--- config.mk ---
export PLATFORM = sky130hd
export DESIGN_NAME = seg7_scan_driver
export DESIGN_NICKNAME = d
export VERILOG_FILES = /design/src/rtl/seg7_scan_driver.sv
export SDC_FILE = /design/constraint.sdc
export NUM_CORES = 1
export LEC_CHECK = 0
export ABC_AREA = 1
export CORE_MARGIN = 5
export CORE_UTILIZATION = 57
export DETAILED_ROUTE_END_ITERATION = 6
export HOLD_SLACK_MARGIN = 0.15
export PLACE_DENSITY = 0.8
export SLEW_MARGIN = 10
export SYNTH_ARGS = -nofsm -noshare
export SYNTH_HDL_FRONTEND = slang
export SYNTH_SLANG_ARGS = --single-unit
export TNS_END_PERCENT = 10
--- constraint.sdc ---
create_clock -name clk -period 5.6 [get_ports clk]
set_input_delay 1.12 -clock clk [delete_from_list [all_inputs] [get_ports clk]]
set_output_delay 1.12 -clock clk [all_outputs]
set_load 0.05 [all_outputs]
--- src/rtl/seg7_scan_driver.sv ---
// rtl/seg7_scan_driver.sv - time-multiplexed 8-digit common-anode seven-segment scan driver
// Optional blink support is compiled in when SEG7_BLINK_EN is defined.
module seg7_scan_driver #(
  parameter int NUM_DIGITS  = 8,
  parameter int REFRESH_DIV = 100000
) (
  input  logic                    clk,
  input  logic                    reset,
  input  logic                    load,
  input  logic [4*NUM_DIGITS-1:0] value_in,
  input  logic [NUM_DIGITS-1:0]   digit_en,
  input  logic [NUM_DIGITS-1:0]   dp_in,
`ifdef SEG7_BLINK_EN
  input  logic [NUM_DIGITS-1:0]   blink_mask,
`endif
  output logic                    load_done,
  output logic                    frame_tick,
  output logic [NUM_DIGITS-1:0]   an,
  output logic [6:0]              seg,
  output logic                    dp
);

  localparam int DW = $clog2(REFRESH_DIV);
  localparam int IW = (NUM_DIGITS > 1) ? $clog2(NUM_DIGITS) : 1;
  localparam logic [DW-1:0] DIV_LAST = DW'(REFRESH_DIV - 1);
  localparam logic [IW-1:0] IDX_LAST = IW'(NUM_DIGITS - 1);

  logic [DW-1:0]           div_q, div_d;
  logic [IW-1:0]           idx_q, idx_d;
  logic                    pending_q, pending_d;
  logic [4*NUM_DIGITS-1:0] stg_val_q, stg_val_d, shd_val_q, shd_val_d;
  logic [NUM_DIGITS-1:0]   stg_en_q, stg_en_d, shd_en_q, shd_en_d;
  logic [NUM_DIGITS-1:0]   stg_dp_q, stg_dp_d, shd_dp_q, shd_dp_d;
  logic                    load_done_q, load_done_d;
  logic                    frame_tick_q, frame_tick_d;
  logic [NUM_DIGITS-1:0]   an_q, an_d;
  logic [6:0]              seg_q, seg_d;
  logic                    dp_q, dp_d;
`ifdef SEG7_BLINK_EN
  logic [NUM_DIGITS-1:0]   stg_blink_q, stg_blink_d, shd_blink_q, shd_blink_d;
  logic [5:0]              blink_cnt_q, blink_cnt_d;
  logic                    phase_q, phase_d;
`endif

  logic                    div_last;
  logic                    wrap;
  logic                    cur_en;
  logic [3:0]              nib;
  logic [6:0]              dec;
  logic [NUM_DIGITS-1:0]   sel;

  // Refresh divider and digit index; wrap marks the last cycle of a frame
  always_comb begin
    div_last = (div_q == DIV_LAST);
    wrap     = div_last && (idx_q == IDX_LAST);
    div_d    = div_last ? '0 : div_q + 1'b1;
    idx_d    = idx_q;
    if (div_last) begin
      idx_d = (idx_q == IDX_LAST) ? '0 : idx_q + 1'b1;
    end
    frame_tick_d = wrap;
  end

  // Staging/shadow handoff: a new image only reaches the display at a frame boundary
  always_comb begin
    pending_d   = pending_q;
    stg_val_d   = stg_val_q;
    stg_en_d    = stg_en_q;
    stg_dp_d    = stg_dp_q;
    shd_val_d   = shd_val_q;
    shd_en_d    = shd_en_q;
    shd_dp_d    = shd_dp_q;
    load_done_d = 1'b0;
`ifdef SEG7_BLINK_EN
    stg_blink_d = stg_blink_q;
    shd_blink_d = shd_blink_q;
`endif
    if (wrap) begin
      // A load landing on the wrap cycle bypasses staging and goes straight to shadow
      if (load) begin
        shd_val_d = value_in;
        shd_en_d  = digit_en;
        shd_dp_d  = dp_in;
`ifdef SEG7_BLINK_EN
        shd_blink_d = blink_mask;
`endif
      end else if (pending_q) begin
        shd_val_d = stg_val_q;
        shd_en_d  = stg_en_q;
        shd_dp_d  = stg_dp_q;
`ifdef SEG7_BLINK_EN
        shd_blink_d = stg_blink_q;
`endif
      end
      load_done_d = load || pending_q;
      pending_d   = 1'b0;
    end else if (load) begin
      stg_val_d = value_in;
      stg_en_d  = digit_en;
      stg_dp_d  = dp_in;
`ifdef SEG7_BLINK_EN
      stg_blink_d = blink_mask;
`endif
      pending_d = 1'b1;
    end
  end

`ifdef SEG7_BLINK_EN
  // Blink phase flips after every 64 frames; phase 1 is the off phase
  always_comb begin
    blink_cnt_d = blink_cnt_q;
    phase_d     = phase_q;
    if (wrap) begin
      blink_cnt_d = blink_cnt_q + 1'b1;
      if (blink_cnt_q == 6'd63) begin
        phase_d = ~phase_q;
      end
    end
  end
`endif

  // Output image for the current slot: anode select, hex decode and decimal point
  always_comb begin
`ifdef SEG7_BLINK_EN
    cur_en = shd_en_q[idx_q] && !(phase_q && shd_blink_q[idx_q]);
`else
    cur_en = shd_en_q[idx_q];
`endif
    nib = shd_val_q[{idx_q, 2'b00} +: 4];
    case (nib)
      4'h0:    dec = 7'b1000000;
      4'h1:    dec = 7'b1111001;
      4'h2:    dec = 7'b0100100;
      4'h3:    dec = 7'b0110000;
      4'h4:    dec = 7'b0011001;
      4'h5:    dec = 7'b0010010;
      4'h6:    dec = 7'b0000010;
      4'h7:    dec = 7'b1111000;
      4'h8:    dec = 7'b0000000;
      4'h9:    dec = 7'b0010000;
      4'hA:    dec = 7'b0001000;
      4'hB:    dec = 7'b0000011;
      4'hC:    dec = 7'b1000110;
      4'hD:    dec = 7'b0100001;
      4'hE:    dec = 7'b0000110;
      default: dec = 7'b0001110;
    endcase
    sel        = '0;
    sel[idx_q] = 1'b1;
    an_d  = cur_en ? ~sel : '1;
    seg_d = cur_en ? dec : 7'h7F;
    dp_d  = cur_en ? ~shd_dp_q[idx_q] : 1'b1;
  end

  // State register with asynchronous reset to a blank display
  always_ff @(posedge clk or posedge reset) begin
    if (reset) begin
      div_q        <= '0;
      idx_q        <= '0;
      pending_q    <= 1'b0;
      stg_val_q    <= '0;
      stg_en_q     <= '0;
      stg_dp_q     <= '0;
      shd_val_q    <= '0;
      shd_en_q     <= '0;
      shd_dp_q     <= '0;
      load_done_q  <= 1'b0;
      frame_tick_q <= 1'b0;
      an_q         <= '1;
      seg_q        <= 7'h7F;
      dp_q         <= 1'b1;
`ifdef SEG7_BLINK_EN
      stg_blink_q  <= '0;
      shd_blink_q  <= '0;
      blink_cnt_q  <= '0;
      phase_q      <= 1'b0;
`endif
    end else begin
      div_q        <= div_d;
      idx_q        <= idx_d;
      pending_q    <= pending_d;
      stg_val_q    <= stg_val_d;
      stg_en_q     <= stg_en_d;
      stg_dp_q     <= stg_dp_d;
      shd_val_q    <= shd_val_d;
      shd_en_q     <= shd_en_d;
      shd_dp_q     <= shd_dp_d;
      load_done_q  <= load_done_d;
      frame_tick_q <= frame_tick_d;
      an_q         <= an_d;
      seg_q        <= seg_d;
      dp_q         <= dp_d;
`ifdef SEG7_BLINK_EN
      stg_blink_q  <= stg_blink_d;
      shd_blink_q  <= shd_blink_d;
      blink_cnt_q  <= blink_cnt_d;
      phase_q      <= phase_d;
`endif
    end
  end

  assign load_done  = load_done_q;
  assign frame_tick = frame_tick_q;
  assign an         = an_q;
  assign seg        = seg_q;
  assign dp         = dp_q;

endmodule

# Word-level counts from Yosys, hierarchy flattened
# Memory sizes are Yosys's and may differ from the RTL's.
# Cells that the tools add are included.
[totals]
reg_bits = 135
romBits = 112
inputBits = 51
out_inout_bits = 18
elab_cells = 52
n_memories = 1
[op_classes]
add_sub_neg = 2
order_cmp = 2
eq_ne = 2
shifts = 1
mux = 20
bitwise = 3
n_reduce_logical = 7
[memory_table]
columns = ["memory", "words", "width", "rd", "rd_ports_with_merged_regs", "wr", "line", "source"]
rows = [
  ["(name not given)", 16, 7, 1, 0, 0, "130", "case (nib)"],
]
[ops]
columns = ["op", "count"]
rows = [
  ["$mux 32", 2],
  ["$mux 8", 5],
  ["$shiftx 32x6->4", 1],
  ["$add 17x1->17 const B", 1],
  ["$eq 17x17->1 const B", 1],
  ["$mux 17", 1],
  ["$not 8->8", 1],
  ["$mux 1", 7],
  ["$mux 7", 1],
  ["$bmux 1 s3", 2],
  ["$lt 3x4->1 const B", 1],
  ["$reduce_and 2->1", 2],
  ["$reduce_bool 2->1", 2],
  ["$add 3x1->3 const B", 1],
  ["$demux 1 s3", 1],
  ["$eq 3x3->1 const B", 1],
  ["$ge 3x1->1 const B", 1],
  ["$mux 3", 1],
  ["$logic_and 1x1->1", 2],
  ["$not 1->1", 2],
  ["$logic_or 1x1->1", 1],
]

# Logic depth before layout (Yosys ltp)
[depth]
depth_word = 6
depth_mapped = 14
mapped_depth_nobuf = 13

# Least setup slack after synthesis
# No wires, ideal clock.
[synth_timing]
path_type = "input to register"
from = "in load"
to = "reg shd_val_q[24]"
setup_time_ns = 0.120
arrival_ns = 2.182
t_required_ns = 5.480
path_slack_ns = 3.299
cell_stages = 5
path_buffers = 2
cell_sequence = "buf_2 clkbuf_1 mux2_2 o21ai_0 inv_1"
[synth_between]
elab_chain_len = 2
elab_cells_between_ends = 3
classes_between = "mux: 1; reduce/logical: 2"
[synth_lines]
columns = ["item", "line", "source"]
rows = [
  ["from (decl)", "9", "input logic load,"],
  ["$reduce_bool 2->1 (no line)", "--", ""],
  ["$reduce_and 2->1 (no line)", "--", ""],
  ["to (signal assigned)", "185", "shd_val_q <= shd_val_d;"],
  ["to (decl)", "31", "logic [4*NUM_DIGITS-1:0] stg_val_q, stg_val_d, shd_val_q, shd_val_d;"],
]
# Several ways; a longest one is shown, not always the timed one.
# A chain may end at the register's enable or synchronous reset.

# Final worst setup path
[layout_timing]
from = "reg an_q[6] (netlist: an[6])"
to = "out an[6]"
[layout_rtl]
columns = ["item", "line", "source"]
rows = [
  ["from (decl)", "36", "logic [NUM_DIGITS-1:0] an_q, an_d;"],
  ["from (signal assigned)", "190", "an_q <= an_d;"],
  ["to (decl)", "18", "output logic [NUM_DIGITS-1:0] an,"],
]
# No word-level cell between the ends.

==> flow_summary.ini <==
[clock_network]
clk_pin_slew_worst_paths_ns = 0.06
cts_tree = yes
cts_buffer_depth = 2
cts-htree-levels = 4
cts_resized = 0
clock_sinks = 135
postCtsSetupRepairBufs = 0
root_buffer = clkbuf_16
clock_latency_ns = 0.43
numCtsBuffers = 17
ctsHoldBuffers = 0

[synth]
synthSimpleGateAreaFrac_pct = 24.7
netlist_instances = 854
syn_nets = 914
avgSynthCellArea_um2 = 8.12
synth_edf_count = 0
yosysWarningCount = 0
synth_area_um2 = 6940
synthFlopType = dfrtp_1
synth_compound_area_share_pct = 5.59
ys_seq_area_share_pct = 49.0
synth_top_family_by_area = simple AND/OR/NAND/NOR gates
synthMuxAreaShare_pct = 7.79
synth_top_area_share_pct = 42.9
synthArstFlopShare_pct = 100
synth_top_cell_by_area = dfrtp_1
yosys.area_share.adder_pct = 1.62
synth-xor-area-share_pct = 0.631
synthTopCellsByCount = nand2_1, inv_1, dfrtp_1
ys_top_cells_by_area = dfrtp_1, nand2_1, mux2_2, inv_1, dfstp_2
synth_seq_cells = 135
synth_most_common_cell = nand2_1
yosys.cell_types.count = 32

[setup_path]
crit_family = buffers and inverters
slowest_stage = clkdlybuf4s50_1
cp_max_fo = 1
r2r_start = idx_q[0]
r2r.worst_path.cells = 12
reg2reg_to = seg[3]
critical_path_class = reg2out
arrival_ns = 1.74
slowest_delay_ns = 0.79
crit_path_cell_trace = clkdlybuf4s50_1
end_kind = primary output
start_kind = flip-flop
timing.critical_path.buf_inv = 1
r2r_slack_ns = 2.89
critPathRequiredTime_ns = 4.48

[timing]
fin_skew_ns = 0.00933
min_period_ns = 2.86
max-slew-margin-rel_pct = 42.5
period_share_pct = 51.1
max_freq_ghz = 0.349
setup_slack_ns = 2.74
hold_violations = 0
tightest_slew_ns = 0.862
rsz0062_at_grt = no
final_max_slew_viol_count = 0
timing.setup.tns_ns = 0
setup_viol = 0

[routing]
num_vias = 5465
ant_nets = 0
drtIter0Drc = 524
finalWirelength_um = 14600
via_per_inst = 5.12
drtPass1Iterations = 6
wire_per_inst_um = 13.7
drc = 0

[placed_design]
dp_hpwl_um = 9400
io_buffers = 68
dp_slack_ns = 2.62
place.gp.congestion = 0.876

[layout]
final_nets = 968
nFillCells = 959
antenna_cells = 0
drive_gt1_share_pct = 12.2
syn_to_final_growth_pct = 18.4

[floorplanning]
initial_utilization_pct = 58.0
fp-row-count = 40
die_w_um = 120
die_height_um = 120
ios = 69
dieArea_um2 = 14500
core_area_um2 = 12000

[grt]
overflow = 0
antenna_found_initial = 0
grt_first_pass_wirelength_um = 25200
grt_max_degree = 97
grt_pass1_vias = 5406
grt_util_all_layers_pct = 21.8

[status]
status = finished, final reports clean

[hold_path]
hold_end = an[0]
hp-start = shd_en_q[0]
whs_path_depth = 1
hold_path_class = reg2reg

[pwr]
p_per_area_nw_per_um2 = 276
ir_drop_mv = 0.202
p_leak_nw = 4.08

[run]
maxCapViolCount = 0
[cell type report]
cell class | instances | area (um^2) | share of cell area, %
tap | 147 | 184 | 2.24
clock buffer | 24 | 482 | 5.87
multi-input combinational | 544 | 2810 | 34.2
inverter | 138 | 522 | 6.35
timing repair buffer | 72 | 721 | 8.78
sequential | 135 | 3400 | 41.4
clock inverter | 8 | 97.6 | 1.19
[worst max-delay path by stage]
| stage | start | to | slack [ns] | depth (start not counted) |
|---|---|---|---|---|
| 6_report | an[6] | an[6] | 2.74 | 1 |
| 4_1_cts | an[6] | an[6] | 2.72 | 1 |
| 3_3_place_gp | load | shd_dp_q[1] | 2.64 | 8 |
| 5_1_grt | an[6] | an[6] | 2.70 | 1 |
| 3_5_place_dp | load | stg_val_q[9] | 2.62 | 5 |
| 2_1_floorplan | reset | div_q[0] | 0.90 | 1 |
[state kept, by name (all words and copies together) (netlist names), 3 cells and up]
signal     flops
an             8
div_q         17
idx_q          3
seg            7
shd_dp_q       8
shd_en_q       8
shd_val_q     32
stg_dp_q       8
stg_en_q       8
stg_val_q     32
[layout by cell type (no fill, tap or decap), types with 9 or more instances in the layout]
master,count
nand3_1,78
ha_1,9
nand2_1,273
mux2_2,48
clkdlybuf4s50_1,67
a21oi_1,10
inv_1,132
o21ai_0,33
nor2_1,29
dfstp_2,16
dfrtp_1,119
o21ai_1,30
clkbuf_16,17
[stage by stage]
stage                     cells  cell area (um^2)  hold slack [ns]  power [mW]  util, %
after CTS                  1068              8210            0.409        2.28     68.7
after global placement     1036              7630            0.387        1.19     63.8
after global routing       1068              8210            0.423        2.35     68.7
after floorplan             854              6940            0.375        1.13        -
final                      1068              8210            0.413        2.27     68.7
after detailed placement   1036              7630            0.391        1.19     63.8
[cells by family after synthesis]
group / after synthesis
AND/OR/NAND/NOR: 406
buffers and inverters: 175
flip-flops: 135
AO/OA/AOI/OAI: 76
multiplexers: 48
adder cells (fa/ha/maj): 9
XOR/XNOR: 5
[report_power, final]
group / switching (mW) / leakage [nW] / internal [mW]
Sequential: 0.0159 / 1.47 / 1.01
Combinational: 0.0741 / 2.33 / 0.0779
Clock: 0.404 / 0.276 / 0.687
[routing by layer]
metal | share of wire (%) | wire (um) | GRT usage, % | up-vias
li1 | - | - | - | 2759
met1 | 46 | 6680 | 30.1 | 2554
met2 | 47 | 6930 | 33.5 | 133
met3 | 5.3 | 769 | 5.43 | 19
met4 | 1.5 | 219 | 8.07 | 0
met5 | 0 | 0 | 0 | -
(Power assumes the default switching activity.)
